==> config.mk <==
export PLATFORM = sky130hd
export DESIGN_NAME = time_set_ctrl_flat
export DESIGN_NICKNAME = d
export VERILOG_FILES = /design/src/rtl/time_set_ctrl_if.sv /design/src/rtl/time_set_ctrl.sv /design/src/flat_wrapper.sv
export SDC_FILE = /design/constraint.sdc
export NUM_CORES = 1
export LEC_CHECK = 0
export CAP_MARGIN = 40
export CORE_MARGIN = 2
export CORE_UTILIZATION = 56
export CTS_CLUSTER_DIAMETER = 200
export DETAILED_ROUTE_END_ITERATION = 10
export GPL_ROUTABILITY_DRIVEN = 0
export PLACE_DENSITY_LB_ADDON = 0.12
export SYNTH_ARGS = -nofsm -noshare
export SYNTH_HDL_FRONTEND = slang
export SYNTH_SLANG_ARGS = --single-unit
==> constraint.sdc <==
create_clock -name clk_i -period 3.3 [get_ports clk_i]
set_clock_uncertainty 0.2 [all_clocks]
set_input_delay 0.495 -clock clk_i [delete_from_list [all_inputs] [get_ports clk_i]]
set_output_delay 0.495 -clock clk_i [all_outputs]
set_load 0.02 [all_outputs]
==> src/rtl/time_set_ctrl_if.sv <==
// rtl/time_set_ctrl_if.sv - button/tick inputs and preset/edit/status outputs of the time-entry controller
interface time_set_ctrl_if;
  logic       tick_i;
  logic       btn_set;
  logic       btn_sel;
  logic       btn_inc;
  logic       btn_dec;
  logic [4:0] set_hrs_o;
  logic [5:0] set_min_o;
  logic [5:0] set_sec_o;
  logic [4:0] edit_hrs_o;
  logic [5:0] edit_min_o;
  logic [5:0] edit_sec_o;
  logic [1:0] field_o;
  logic       load_o;

  modport master (
    output tick_i, btn_set, btn_sel, btn_inc, btn_dec,
    input  set_hrs_o, set_min_o, set_sec_o,
    input  edit_hrs_o, edit_min_o, edit_sec_o, field_o, load_o
  );

  modport slave (
    input  tick_i, btn_set, btn_sel, btn_inc, btn_dec,
    output set_hrs_o, set_min_o, set_sec_o,
    output edit_hrs_o, edit_min_o, edit_sec_o, field_o, load_o
  );
endinterface

==> src/rtl/time_set_ctrl.sv <==
// rtl/time_set_ctrl.sv - button-driven time-entry controller with shadow edit and one-cycle commit pulse
// Define AUTO_REPEAT_EN to enable hold-to-repeat on btn_inc/btn_dec.
module time_set_ctrl #(
  parameter int HRS_INIT      = 17,
  parameter int MIN_INIT      = 35,
  parameter int SEC_INIT      = 42,
  parameter int HRS_MAX       = 23,
  parameter int TIMEOUT_TICKS = 10000,
  parameter int RPT_DELAY     = 500,
  parameter int RPT_PERIOD    = 100
) (
  input  logic            clk_i,
  input  logic            reset_i,
  time_set_ctrl_if.slave  bus
);

  // Timeout and repeat counters share one width sized for the largest tick count.
  localparam int MAX_A   = (TIMEOUT_TICKS > RPT_DELAY) ? TIMEOUT_TICKS : RPT_DELAY;
  localparam int MAX_T   = (MAX_A > RPT_PERIOD) ? MAX_A : RPT_PERIOD;
  localparam int CW      = $clog2(MAX_T + 1);
  localparam logic [CW-1:0] TMO_LAST = CW'(TIMEOUT_TICKS - 1);
  localparam logic [5:0] HRS_TOP  = 6'(HRS_MAX);
  localparam logic [5:0] MS_TOP   = 6'd59;

  typedef enum logic [2:0] {S_IDLE, S_HRS, S_MIN, S_SEC, S_COMMIT} state_t;

  state_t        r_state;
  logic          r_set_d, r_sel_d, r_inc_d, r_dec_d;
  logic [4:0]    r_set_hrs, r_edit_hrs;
  logic [5:0]    r_set_min, r_edit_min;
  logic [5:0]    r_set_sec, r_edit_sec;
  logic [1:0]    r_field;
  logic          r_load;
  logic [CW-1:0] r_tmo;

  logic w_set_ev, w_sel_ev, w_inc_ev, w_dec_ev;
  logic w_rpt_up, w_rpt_dn;
  logic w_step_up, w_step_dn, w_any_ev, w_edit;

  function automatic logic [5:0] f_up(input logic [5:0] v, input logic [5:0] vmax);
    if (v >= vmax) return 6'd0;
    return v + 6'd1;
  endfunction

  function automatic logic [5:0] f_dn(input logic [5:0] v, input logic [5:0] vmax);
    if ((v == 6'd0) || (v > vmax)) return vmax;
    return v - 6'd1;
  endfunction

  assign w_set_ev  = bus.btn_set & ~r_set_d;
  assign w_sel_ev  = bus.btn_sel & ~r_sel_d;
  assign w_inc_ev  = bus.btn_inc & ~r_inc_d;
  assign w_dec_ev  = bus.btn_dec & ~r_dec_d;
  assign w_edit    = (r_state == S_HRS) || (r_state == S_MIN) || (r_state == S_SEC);
  assign w_step_up = (w_inc_ev & ~w_dec_ev) | w_rpt_up;
  assign w_step_dn = (w_dec_ev & ~w_inc_ev) | w_rpt_dn;
  assign w_any_ev  = w_set_ev | w_sel_ev | w_inc_ev | w_dec_ev | w_rpt_up | w_rpt_dn;

`ifdef AUTO_REPEAT_EN
  localparam logic [CW-1:0] RPT_D_LAST = CW'(RPT_DELAY - 1);
  localparam logic [CW-1:0] RPT_P_LAST = CW'(RPT_PERIOD - 1);

  logic [CW-1:0] r_rpt_cnt;
  logic          r_rpt_armed;
  logic          w_hold, w_rpt_restart, w_rpt_fire;

  // A fresh press, field change or second button restarts the hold timer.
  assign w_hold        = w_edit & (bus.btn_inc ^ bus.btn_dec);
  assign w_rpt_restart = ~w_hold | w_inc_ev | w_dec_ev | w_sel_ev | w_set_ev;
  assign w_rpt_fire    = ~w_rpt_restart & bus.tick_i &
                         ((~r_rpt_armed & (r_rpt_cnt == RPT_D_LAST)) |
                          ( r_rpt_armed & (r_rpt_cnt == RPT_P_LAST)));
  assign w_rpt_up      = w_rpt_fire & bus.btn_inc;
  assign w_rpt_dn      = w_rpt_fire & bus.btn_dec;

  always_ff @(posedge clk_i) begin
    if (!reset_i) begin
      r_rpt_cnt   <= '0;
      r_rpt_armed <= 1'b0;
    end else if (w_rpt_restart) begin
      r_rpt_cnt   <= '0;
      r_rpt_armed <= 1'b0;
    end else if (bus.tick_i) begin
      if (w_rpt_fire) begin
        r_rpt_cnt   <= '0;
        r_rpt_armed <= 1'b1;
      end else begin
        r_rpt_cnt   <= r_rpt_cnt + 1'b1;
      end
    end
  end
`else
  assign w_rpt_up = 1'b0;
  assign w_rpt_dn = 1'b0;
`endif

  always_ff @(posedge clk_i) begin
    if (!reset_i) begin
      r_state    <= S_IDLE;
      r_set_d    <= 1'b1;
      r_sel_d    <= 1'b1;
      r_inc_d    <= 1'b1;
      r_dec_d    <= 1'b1;
      r_set_hrs  <= 5'(HRS_INIT);
      r_set_min  <= 6'(MIN_INIT);
      r_set_sec  <= 6'(SEC_INIT);
      r_edit_hrs <= 5'(HRS_INIT);
      r_edit_min <= 6'(MIN_INIT);
      r_edit_sec <= 6'(SEC_INIT);
      r_field    <= 2'd0;
      r_load     <= 1'b0;
      r_tmo      <= '0;
    end else begin
      r_set_d <= bus.btn_set;
      r_sel_d <= bus.btn_sel;
      r_inc_d <= bus.btn_inc;
      r_dec_d <= bus.btn_dec;
      r_load  <= 1'b0;

      case (r_state)
        S_IDLE: begin
          r_field <= 2'd0;
          r_tmo   <= '0;
          if (w_set_ev) begin
            r_state    <= S_HRS;
            r_field    <= 2'd1;
            r_edit_hrs <= r_set_hrs;
            r_edit_min <= r_set_min;
            r_edit_sec <= r_set_sec;
          end
        end

        S_HRS, S_MIN, S_SEC: begin
          if (w_set_ev) begin
            // Commit is taken on entry so load_o is high during the COMMIT cycle.
            r_state   <= S_COMMIT;
            r_field   <= 2'd0;
            r_set_hrs <= r_edit_hrs;
            r_set_min <= r_edit_min;
            r_set_sec <= r_edit_sec;
            r_load    <= 1'b1;
            r_tmo     <= '0;
          end else if (w_sel_ev) begin
            r_tmo <= '0;
            case (r_state)
              S_HRS:   begin r_state <= S_MIN; r_field <= 2'd2; end
              S_MIN:   begin r_state <= S_SEC; r_field <= 2'd3; end
              default: begin r_state <= S_HRS; r_field <= 2'd1; end
            endcase
          end else if (w_step_up || w_step_dn) begin
            r_tmo <= '0;
            case (r_state)
              S_HRS:   r_edit_hrs <= w_step_up ? 5'(f_up({1'b0, r_edit_hrs}, HRS_TOP))
                                               : 5'(f_dn({1'b0, r_edit_hrs}, HRS_TOP));
              S_MIN:   r_edit_min <= w_step_up ? f_up(r_edit_min, MS_TOP) : f_dn(r_edit_min, MS_TOP);
              default: r_edit_sec <= w_step_up ? f_up(r_edit_sec, MS_TOP) : f_dn(r_edit_sec, MS_TOP);
            endcase
          end else if (w_any_ev) begin
            r_tmo <= '0;
          end else if (bus.tick_i) begin
            if (r_tmo == TMO_LAST) begin
              r_state    <= S_IDLE;
              r_field    <= 2'd0;
              r_edit_hrs <= r_set_hrs;
              r_edit_min <= r_set_min;
              r_edit_sec <= r_set_sec;
              r_tmo      <= '0;
            end else begin
              r_tmo <= r_tmo + 1'b1;
            end
          end
        end

        S_COMMIT: begin
          r_state <= S_IDLE;
          r_field <= 2'd0;
          r_tmo   <= '0;
        end

        default: begin
          r_state <= S_IDLE;
          r_field <= 2'd0;
          r_tmo   <= '0;
        end
      endcase
    end
  end

  assign bus.set_hrs_o  = r_set_hrs;
  assign bus.set_min_o  = r_set_min;
  assign bus.set_sec_o  = r_set_sec;
  assign bus.edit_hrs_o = r_edit_hrs;
  assign bus.edit_min_o = r_edit_min;
  assign bus.edit_sec_o = r_edit_sec;
  assign bus.field_o    = r_field;
  assign bus.load_o     = r_load;

endmodule

==> src/flat_wrapper.sv <==
// flat-port wrapper written by rule: the top's interface ports become plain ports
module time_set_ctrl_flat 
#(
  parameter int HRS_INIT      = 17,
  parameter int MIN_INIT      = 35,
  parameter int SEC_INIT      = 42,
  parameter int HRS_MAX       = 23,
  parameter int TIMEOUT_TICKS = 10000,
  parameter int RPT_DELAY     = 500,
  parameter int RPT_PERIOD    = 100
)
  (clk_i, reset_i, bus_tick_i, bus_btn_set, bus_btn_sel, bus_btn_inc, bus_btn_dec, bus_set_hrs_o, bus_set_min_o, bus_set_sec_o, bus_edit_hrs_o, bus_edit_min_o, bus_edit_sec_o, bus_field_o, bus_load_o);
  time_set_ctrl_if bus_i ();
  input  logic clk_i;
  input  logic reset_i;
  input wire logic [$bits(bus_i.tick_i)-1:0] bus_tick_i;
  input wire logic [$bits(bus_i.btn_set)-1:0] bus_btn_set;
  input wire logic [$bits(bus_i.btn_sel)-1:0] bus_btn_sel;
  input wire logic [$bits(bus_i.btn_inc)-1:0] bus_btn_inc;
  input wire logic [$bits(bus_i.btn_dec)-1:0] bus_btn_dec;
  output wire logic [$bits(bus_i.set_hrs_o)-1:0] bus_set_hrs_o;
  output wire logic [$bits(bus_i.set_min_o)-1:0] bus_set_min_o;
  output wire logic [$bits(bus_i.set_sec_o)-1:0] bus_set_sec_o;
  output wire logic [$bits(bus_i.edit_hrs_o)-1:0] bus_edit_hrs_o;
  output wire logic [$bits(bus_i.edit_min_o)-1:0] bus_edit_min_o;
  output wire logic [$bits(bus_i.edit_sec_o)-1:0] bus_edit_sec_o;
  output wire logic [$bits(bus_i.field_o)-1:0] bus_field_o;
  output wire logic [$bits(bus_i.load_o)-1:0] bus_load_o;
  assign bus_i.tick_i = bus_tick_i;
  assign bus_i.btn_set = bus_btn_set;
  assign bus_i.btn_sel = bus_btn_sel;
  assign bus_i.btn_inc = bus_btn_inc;
  assign bus_i.btn_dec = bus_btn_dec;
  assign bus_set_hrs_o = bus_i.set_hrs_o;
  assign bus_set_min_o = bus_i.set_min_o;
  assign bus_set_sec_o = bus_i.set_sec_o;
  assign bus_edit_hrs_o = bus_i.edit_hrs_o;
  assign bus_edit_min_o = bus_i.edit_min_o;
  assign bus_edit_sec_o = bus_i.edit_sec_o;
  assign bus_field_o = bus_i.field_o;
  assign bus_load_o = bus_i.load_o;
  time_set_ctrl #(.HRS_INIT(HRS_INIT), .MIN_INIT(MIN_INIT), .SEC_INIT(SEC_INIT), .HRS_MAX(HRS_MAX), .TIMEOUT_TICKS(TIMEOUT_TICKS), .RPT_DELAY(RPT_DELAY), .RPT_PERIOD(RPT_PERIOD)) u_core (.clk_i(clk_i), .reset_i(reset_i), .bus(bus_i));
endmodule
==> results of run 1 <==
## kinds of logic (layout without fill, tap and decap cells)
logic type,after synthesis,after routing,synth area share
buf+inv,49,79,0.05408
fa+ha+maj,11,11,0.03818
mux,6,6,0.01697
compound gates,121,121,0.2428
simple gates,177,177,0.2630
xor+xnor,23,23,0.05691
flops,58,58,0.3280
## worst min-delay path: stages, from the launching register on
cell and delay (ps):
sky130_fd_sc_hd__dfxtp_1 310, sky130_fd_sc_hd__nand2_1 50, sky130_fd_sc_hd__a21oi_1 50
## registers in the layout (all words and copies together) (netlist names)
| register | flops |
|---|---|
| u_core.bus.set_min_o | 6 |
| u_core.bus.set_sec_o | 6 |
| u_core.bus.edit_min_o | 6 |
| u_core.bus.set_hrs_o | 5 |
| u_core.bus.field_o | 2 |
| u_core.bus.load_o | 1 |
| u_core.r_sel_d | 1 |
| u_core.bus.edit_sec_o | 6 |
| u_core.r_set_d | 1 |
| u_core.r_state | 3 |
| u_core.r_inc_d | 1 |
| u_core.r_tmo | 14 |
| u_core.r_dec_d | 1 |
| u_core.bus.edit_hrs_o | 5 |
## worst paths after layout
path                                            start                  endpoint  slack [ps]  cells past startpoint
worst max register to register        u_core.r_tmo[4]  u_core.bus.edit_sec_o[2]         580                      5
worst min register to register  u_core.bus.field_o[0]     u_core.bus.field_o[0]         260                      2
worst max-delay path                       bus_tick_i  u_core.bus.edit_sec_o[2]         530                      6
worst min-delay path            u_core.bus.field_o[0]     u_core.bus.field_o[0]         260                      2
## cell type report
cell class | count | area share
clock inverters | 5 | 0.01908
flip-flops and latches | 58 | 0.2766
well taps | 75 | 0.02235
multi-input cells | 338 | 0.5210
repair buffers | 50 | 0.1180
inverters | 14 | 0.01252
clock buffers | 10 | 0.03040
## cell usage after synthesis, drive strengths merged, types with 9 or more instances
cell type	instances
nand4	10
xor2	13
xnor2	10
nand3	14
ha	10
nand2	50
nor3	10
clkbuf	32
and3	10
o211ai	12
a31oi	9
dfxtp	58
o21ai	16
nor2	39
nand2b	10
o31ai	10
inv	14
a21oi	23
## layer usage
layer,wire length [µm],part of all wire,GRT usage
met1,4031,0.45,0.3266
met2,4264,0.47,0.4296
met3,619,0.068,0.06627
met4,124,0.014,0.08651
met5,0,0,0
## metrics by stage
| stage | cells | util | worst slack [ps] | hold WS, ps | cell area (µm²) |
|---|---|---|---|---|---|
| detailed placement | 535 | 0.6622 | 164.3 | 253.8 | 3990 |
| global placement | 535 | 0.6622 | 274.2 | 249.5 | 3990 |
| global route | 550 | 0.6966 | 354.6 | 278.9 | 4198 |
| CTS | 550 | 0.6966 | 537.8 | 267.5 | 4198 |
| finish | 550 | 0.6966 | 525.3 | 260.0 | 4198 |
| floorplan | 445 | - | 748.8 | 278.7 | 3540 |
## power breakdown
group | switching [mW] | total, mW | internal (mW)
Sequential | 0.0331 | 0.749 | 0.716
Clock | 0.291 | 0.710 | 0.419
Combinational | 0.133 | 0.231 | 0.0978
==> impl_metrics.prom, run 1 <==
# TYPE chip_impl_metric gauge
chip_impl_info{name="ys_top_cells_by_area",value="sky130_fd_sc_hd__dfxtp_1 (33%), sky130_fd_sc_hd__nand2_1 (5.3%), sky130_fd_sc_hd__nor2_1 (4.0%)"} 1
chip_impl_info{name="synth.largest_area_cell",value="sky130_fd_sc_hd__dfxtp_1"} 1
chip_impl_metric{name="synth-seq-area-share",unit=""} 0.3280
chip_impl_metric{name="worst-slew-pin-transition",unit="ps"} 859.9
chip_impl_metric{name="leakage",unit="nW"} 1.550
chip_impl_info{name="crit_family",value="compound AO/OA/AOI/OAI gates"} 1
chip_impl_metric{name="drt_pass1_iterations",unit=""} 5
chip_impl_metric{name="worstPathArrival",unit="ps"} 2790
chip_impl_metric{name="critical_path_required",unit="ps"} 3320
chip_impl_info{name="end_kind",value="register"} 1
chip_impl_metric{name="hold_violations",unit=""} 0
chip_impl_metric{name="design.final.nets",unit=""} 488
chip_impl_metric{name="maxCapViolations",unit=""} 0
chip_impl_metric{name="antenna_left",unit=""} 0
chip_impl_metric{name="postSynthCellCount",unit=""} 445
chip_impl_metric{name="syn-num-nets",unit=""} 462
chip_impl_metric{name="1st_iter_drt_viols",unit=""} 282
chip_impl_metric{name="routed_wirelength",unit="µm"} 9038
chip_impl_metric{name="die-area",unit="µm²"} 6973
chip_impl_metric{name="slew_headroom",unit=""} 0.4267
chip_impl_metric{name="period_share",unit=""} 0.8408
chip_impl_metric{name="totalNegativeSetupSlack",unit="ps"} 0
chip_impl_metric{name="mapped_area",unit="µm²"} 3540
chip_impl_metric{name="drcViolationCount",unit=""} 0
chip_impl_metric{name="cts.sinks",unit=""} 58
chip_impl_metric{name="crit_path_max_incr_delay",unit="ps"} 600
chip_impl_metric{name="power_per_cell_area",unit="nW/µm²"} 402.7
chip_impl_metric{name="path_max_fanout",unit=""} 10
chip_impl_metric{name="grt_overflow_total",unit=""} 0
chip_impl_info{name="layout_common_cells",value="sky130_fd_sc_hd__dfxtp_1 (58), sky130_fd_sc_hd__nand2_1 (50), sky130_fd_sc_hd__clkdlybuf4s50_1 (43)"} 1
chip_impl_metric{name="antenna_found_initial",unit=""} 0
chip_impl_info{name="tritoncts",value="built"} 1
chip_impl_info{name="status",value="complete, no violations"} 1
chip_impl_metric{name="yosysUniqueCellTypes",unit=""} 62
chip_impl_metric{name="chipWidth",unit="µm"} 83.51
chip_impl_metric{name="cts_resized",unit=""} 0
chip_impl_info{name="timing.critical_path.cells",value="clkdlybuf4s50_1 -> nand4_1 -> or4b_4 -> a31o_1 -> o41ai_2 -> a21oi_1"} 1
chip_impl_metric{name="synth_top_cell_area_share",unit=""} 0.3280
chip_impl_metric{name="numCtsBuffers",unit=""} 9
chip_impl_metric{name="grt_util_all_layers",unit=""} 0.2582
chip_impl_metric{name="grt_pass1_vias",unit=""} 3178
chip_impl_metric{name="peakVddDrop",unit="mV"} 0.2449
chip_impl_metric{name="portBuffers",unit=""} 43
chip_impl_metric{name="synthesis.yosys.warnings",unit=""} 0
chip_impl_metric{name="setup_viol_count_final",unit=""} 0
chip_impl_metric{name="critPathBufInv",unit=""} 1
chip_impl_metric{name="synth_seq_cells",unit=""} 58
chip_impl_info{name="setup_repair_after_global_routing_missed_its_margin",value="false"} 1
chip_impl_metric{name="fillCellCount",unit=""} 493
chip_impl_metric{name="postSynthAreaPerCell",unit="µm²"} 7.954
chip_impl_info{name="worstHoldPathType",value="reg2reg"} 1
chip_impl_metric{name="routed_via_count",unit=""} 3423
chip_impl_metric{name="final-seq-area",unit="µm²"} 1161
chip_impl_metric{name="die_height",unit="µm"} 83.51
chip_impl_metric{name="async_reset_ff_frac",unit=""} 0
chip_impl_info{name="critical_path.slowest_cell",value="sky130_fd_sc_hd__clkdlybuf4s50_1"} 1
chip_impl_info{name="layout_commonest_cell",value="sky130_fd_sc_hd__dfxtp_1"} 1
chip_impl_metric{name="synth_edf_count",unit=""} 0
chip_impl_metric{name="post_route_cells_drive_above_1_share",unit=""} 0.07579
chip_impl_metric{name="ctsLongestPathBuffers",unit=""} 2
chip_impl_metric{name="cts_max_level",unit=""} 3
chip_impl_info{name="yosys_most_used_dff",value="sky130_fd_sc_hd__dfxtp_1"} 1
chip_impl_metric{name="ioPinCount",unit=""} 44
chip_impl_metric{name="floorplan.rows",unit=""} 28
chip_impl_metric{name="multi_input_area",unit="µm²"} 2187
chip_impl_metric{name="ctsHoldBuffers",unit=""} 0
chip_impl_metric{name="hpwlAfterDp",unit="µm"} 6079
chip_impl_metric{name="clk_pin_slew_worst_paths",unit="ps"} 70
chip_impl_metric{name="latest_clock_arrival_within_the_worst_skew_pair",unit="ps"} 340
chip_impl_metric{name="clock.fmax",unit="GHz"} 0.3604
chip_impl_metric{name="min_period",unit="ps"} 2775
chip_impl_metric{name="initial_utilization",unit=""} 0.5874
chip_impl_info{name="ctsRootBufferMaster",value="sky130_fd_sc_hd__clkbuf_8"} 1
chip_impl_metric{name="via_per_inst",unit=""} 6.224
chip_impl_metric{name="post-cts-setup-buffer-count",unit=""} 0
chip_impl_metric{name="report.power.total",unit="mW"} 1.691
chip_impl_metric{name="count_of_pins_over_their_slew_limit",unit=""} 0
chip_impl_metric{name="antenna_cells_inserted",unit=""} 0
chip_impl_info{name="path_class",value="in2reg"} 1
chip_impl_metric{name="largest_net_degree_at_the_start_of_global_routing",unit=""} 34
chip_impl_metric{name="detail_route.wl_per_cell",unit="µm"} 16.43
chip_impl_metric{name="global_route_wire_length_before_repair",unit="µm"} 14810
chip_impl_metric{name="core_ar",unit="µm²"} 6026
chip_impl_metric{name="flow.area_growth_from_synthesis",unit="%"} 18.59
chip_impl_info{name="critPathLaunchType",value="input pin"} 1
Note: power is estimated with default switching activity, not from simulation.
==> inputs of run 2 (changes only) <==
--- a/config.mk
+++ b/config.mk
@@ -7,7 +7,7 @@
 export LEC_CHECK = 0
 export CAP_MARGIN = 40
 export CORE_MARGIN = 2
-export CORE_UTILIZATION = 56
+export CORE_UTILIZATION = 51
 export CTS_CLUSTER_DIAMETER = 200
 export DETAILED_ROUTE_END_ITERATION = 10
 export GPL_ROUTABILITY_DRIVEN = 0
==> constraint.sdc (replaced) <==
create_clock -name clk_i -period 2.5 [get_ports clk_i]
set_clock_uncertainty 0.2 [all_clocks]
set_input_delay 0.375 -clock clk_i [delete_from_list [all_inputs] [get_ports clk_i]]
set_output_delay 0.375 -clock clk_i [all_outputs]
set_load 0.02 [all_outputs]
==> impl_metrics.prom, run 2 (synthesized netlist as in run 1, its figures left out) <==
# TYPE chip_impl_metric gauge
chip_impl_metric{name="die_height",unit="µm"} 87.31
chip_impl_metric{name="drcViolationCount",unit=""} 0
chip_impl_metric{name="drt_pass1_iterations",unit=""} 4
chip_impl_info{name="tritoncts",value="built"} 1
chip_impl_metric{name="hold_violations",unit=""} 0
chip_impl_metric{name="ctsLongestPathBuffers",unit=""} 2
chip_impl_metric{name="design.final.nets",unit=""} 529
chip_impl_info{name="layout_commonest_cell",value="sky130_fd_sc_hd__dfxtp_1"} 1
chip_impl_metric{name="1st_iter_drt_viols",unit=""} 240
chip_impl_metric{name="die-area",unit="µm²"} 7623
chip_impl_metric{name="ctsHoldBuffers",unit=""} 0
chip_impl_metric{name="hpwlAfterDp",unit="µm"} 6589
chip_impl_metric{name="min_period",unit="ps"} 2433
chip_impl_metric{name="maxCapViolations",unit=""} 0
chip_impl_metric{name="numCtsBuffers",unit=""} 9
chip_impl_metric{name="routed_wirelength",unit="µm"} 9399
chip_impl_metric{name="chipWidth",unit="µm"} 87.31
chip_impl_info{name="critical_path.slowest_cell",value="sky130_fd_sc_hd__or4_4"} 1
chip_impl_metric{name="dpl_cell_area",unit="µm²"} 4282
chip_impl_info{name="layout_common_cells",value="sky130_fd_sc_hd__dfxtp_1 (58), sky130_fd_sc_hd__nand2_1 (49), sky130_fd_sc_hd__buf_4 (44)"} 1
chip_impl_info{name="worstHoldPathType",value="reg2reg"} 1
chip_impl_metric{name="slew_headroom",unit=""} 0.5100
chip_impl_metric{name="routed_via_count",unit=""} 3546
chip_impl_metric{name="crit_path_max_incr_delay",unit="ps"} 530
chip_impl_metric{name="portBuffers",unit=""} 43
chip_impl_metric{name="cts.sinks",unit=""} 58
chip_impl_metric{name="worstPathArrival",unit="ps"} 2440
chip_impl_metric{name="critical_path_required",unit="ps"} 2500
chip_impl_info{name="end_kind",value="register"} 1
chip_impl_metric{name="worst-slew-pin-transition",unit="ps"} 734.1
chip_impl_info{name="status",value="complete, no violations"} 1
chip_impl_metric{name="count_of_pins_over_their_slew_limit",unit=""} 0
chip_impl_metric{name="peakVddDrop",unit="mV"} 0.2747
chip_impl_metric{name="detail_route.wl_per_cell",unit="µm"} 15.74
chip_impl_metric{name="grt_overflow_total",unit=""} 0
chip_impl_metric{name="post_route_cells_drive_above_1_share",unit=""} 0.1779
chip_impl_metric{name="period_share",unit=""} 0.9734
chip_impl_metric{name="clk_pin_slew_worst_paths",unit="ps"} 70
chip_impl_metric{name="largest_reg_flops",unit=""} 14
chip_impl_metric{name="global_route_wire_length_before_repair",unit="µm"} 15490
chip_impl_metric{name="totalNegativeSetupSlack",unit="ps"} 0
chip_impl_metric{name="critPathBufInv",unit=""} 0
chip_impl_info{name="path_class",value="reg2reg"} 1
chip_impl_info{name="ctsRootBufferMaster",value="sky130_fd_sc_hd__clkbuf_8"} 1
chip_impl_info{name="critPathLaunchType",value="register"} 1
chip_impl_metric{name="setup_viol_count_final",unit=""} 0
chip_impl_metric{name="grt_pass1_vias",unit=""} 3240
chip_impl_metric{name="antenna_found_initial",unit=""} 0
chip_impl_metric{name="ioPinCount",unit=""} 44
chip_impl_metric{name="design_area",unit="µm²"} 4609
chip_impl_metric{name="power_per_cell_area",unit="nW/µm²"} 484.4
chip_impl_metric{name="report.power.total",unit="mW"} 2.233
chip_impl_metric{name="antenna_left",unit=""} 0
chip_impl_metric{name="clock.fmax",unit="GHz"} 0.4109
chip_impl_info{name="regMostFlops",value="u_core.r_tmo"} 1
chip_impl_metric{name="largest_net_degree_at_the_start_of_global_routing",unit=""} 34
chip_impl_info{name="timing.critical_path.cells",value="or4_4 -> or4b_4 -> a31o_4 -> o311ai_1 -> o31ai_1"} 1
chip_impl_metric{name="floorplan.rows",unit=""} 30
chip_impl_metric{name="latest_clock_arrival_within_the_worst_skew_pair",unit="ps"} 350
chip_impl_info{name="setup_repair_after_global_routing_missed_its_margin",value="false"} 1
chip_impl_metric{name="layout.core_utilization",unit=""} 0.6822
chip_impl_metric{name="initial_utilization",unit=""} 0.5239
chip_impl_metric{name="path_max_fanout",unit=""} 10
chip_impl_metric{name="cts_max_level",unit=""} 3
chip_impl_metric{name="flow.area_growth_from_synthesis",unit="%"} 30.22
chip_impl_metric{name="core_ar",unit="µm²"} 6756
chip_impl_info{name="crit_family",value="simple AND/OR/NAND/NOR gates"} 1
chip_impl_metric{name="antenna_cells_inserted",unit=""} 0
chip_impl_metric{name="via_per_inst",unit=""} 5.940
chip_impl_metric{name="grt_util_all_layers",unit=""} 0.2566
chip_impl_metric{name="leakage",unit="nW"} 1.778
-- run 2: metal layers --
layer,share of wire,vias up,GRT usage
met1,0.49,1672,0.3628
met5,0,-,0
met2,0.44,93,0.3760
li1,-,1767,-
met4,0.015,0,0.09510
met3,0.047,14,0.06351
-- run 2: worst paths after layout --
path	start	to	slack, ps	depth (start not counted)
max	u_core.r_tmo[4]	u_core.bus.edit_hrs_o[2]	70	5
min	u_core.bus.field_o[0]	u_core.bus.field_o[0]	260	2
max reg2reg	u_core.r_tmo[4]	u_core.bus.edit_hrs_o[2]	70	5
min reg2reg	u_core.bus.field_o[0]	u_core.bus.field_o[0]	260	2
-- run 2: layout make-up --
type | count | area, µm²
fillers | 536 | 2147
inverters | 14 | 52.55
clock inverters | 2 | 35.03
well taps | 80 | 100.1
clock buffers | 14 | 162.7
repair buffers | 91 | 814.5
multi-input cells | 338 | 2283
flip-flops and latches | 58 | 1161
-- run 2: where the power goes --
part | switching [mW] | internal, mW | total (mW)
combinational | 0.197 | 0.164 | 0.361
sequential | 0.0392 | 0.946 | 0.985
clock | 0.373 | 0.514 | 0.887
-- run 2: timing repair --
item / CTS / global route
pin swaps: 1 / 10
setup endpoints to repair: 7 / 17
buffers inserted: 0 / 3
gates resized for setup: 2 / 20
-- run 2: metrics by stage --
stage / worst slack [ps] / hold WS (ps) / std cells
after CTS: -10.72 / 261.6 / 594
final: 66.59 / 260.9 / 597
after detailed placement: -336.2 / 250.2 / 578
after global routing: 0.6912 / 269.9 / 597
after floorplan: 7.896 / 276.5 / 445
after global placement: -286.2 / 250.3 / 578
-- run 2: worst register-to-register path: cells and delay by family (launching register included) --
family / cells / cell delay (ps)
AO/OA/AOI/OAI: 3 / 740
flip-flops: 1 / 310
AND/OR/NAND/NOR: 2 / 1050
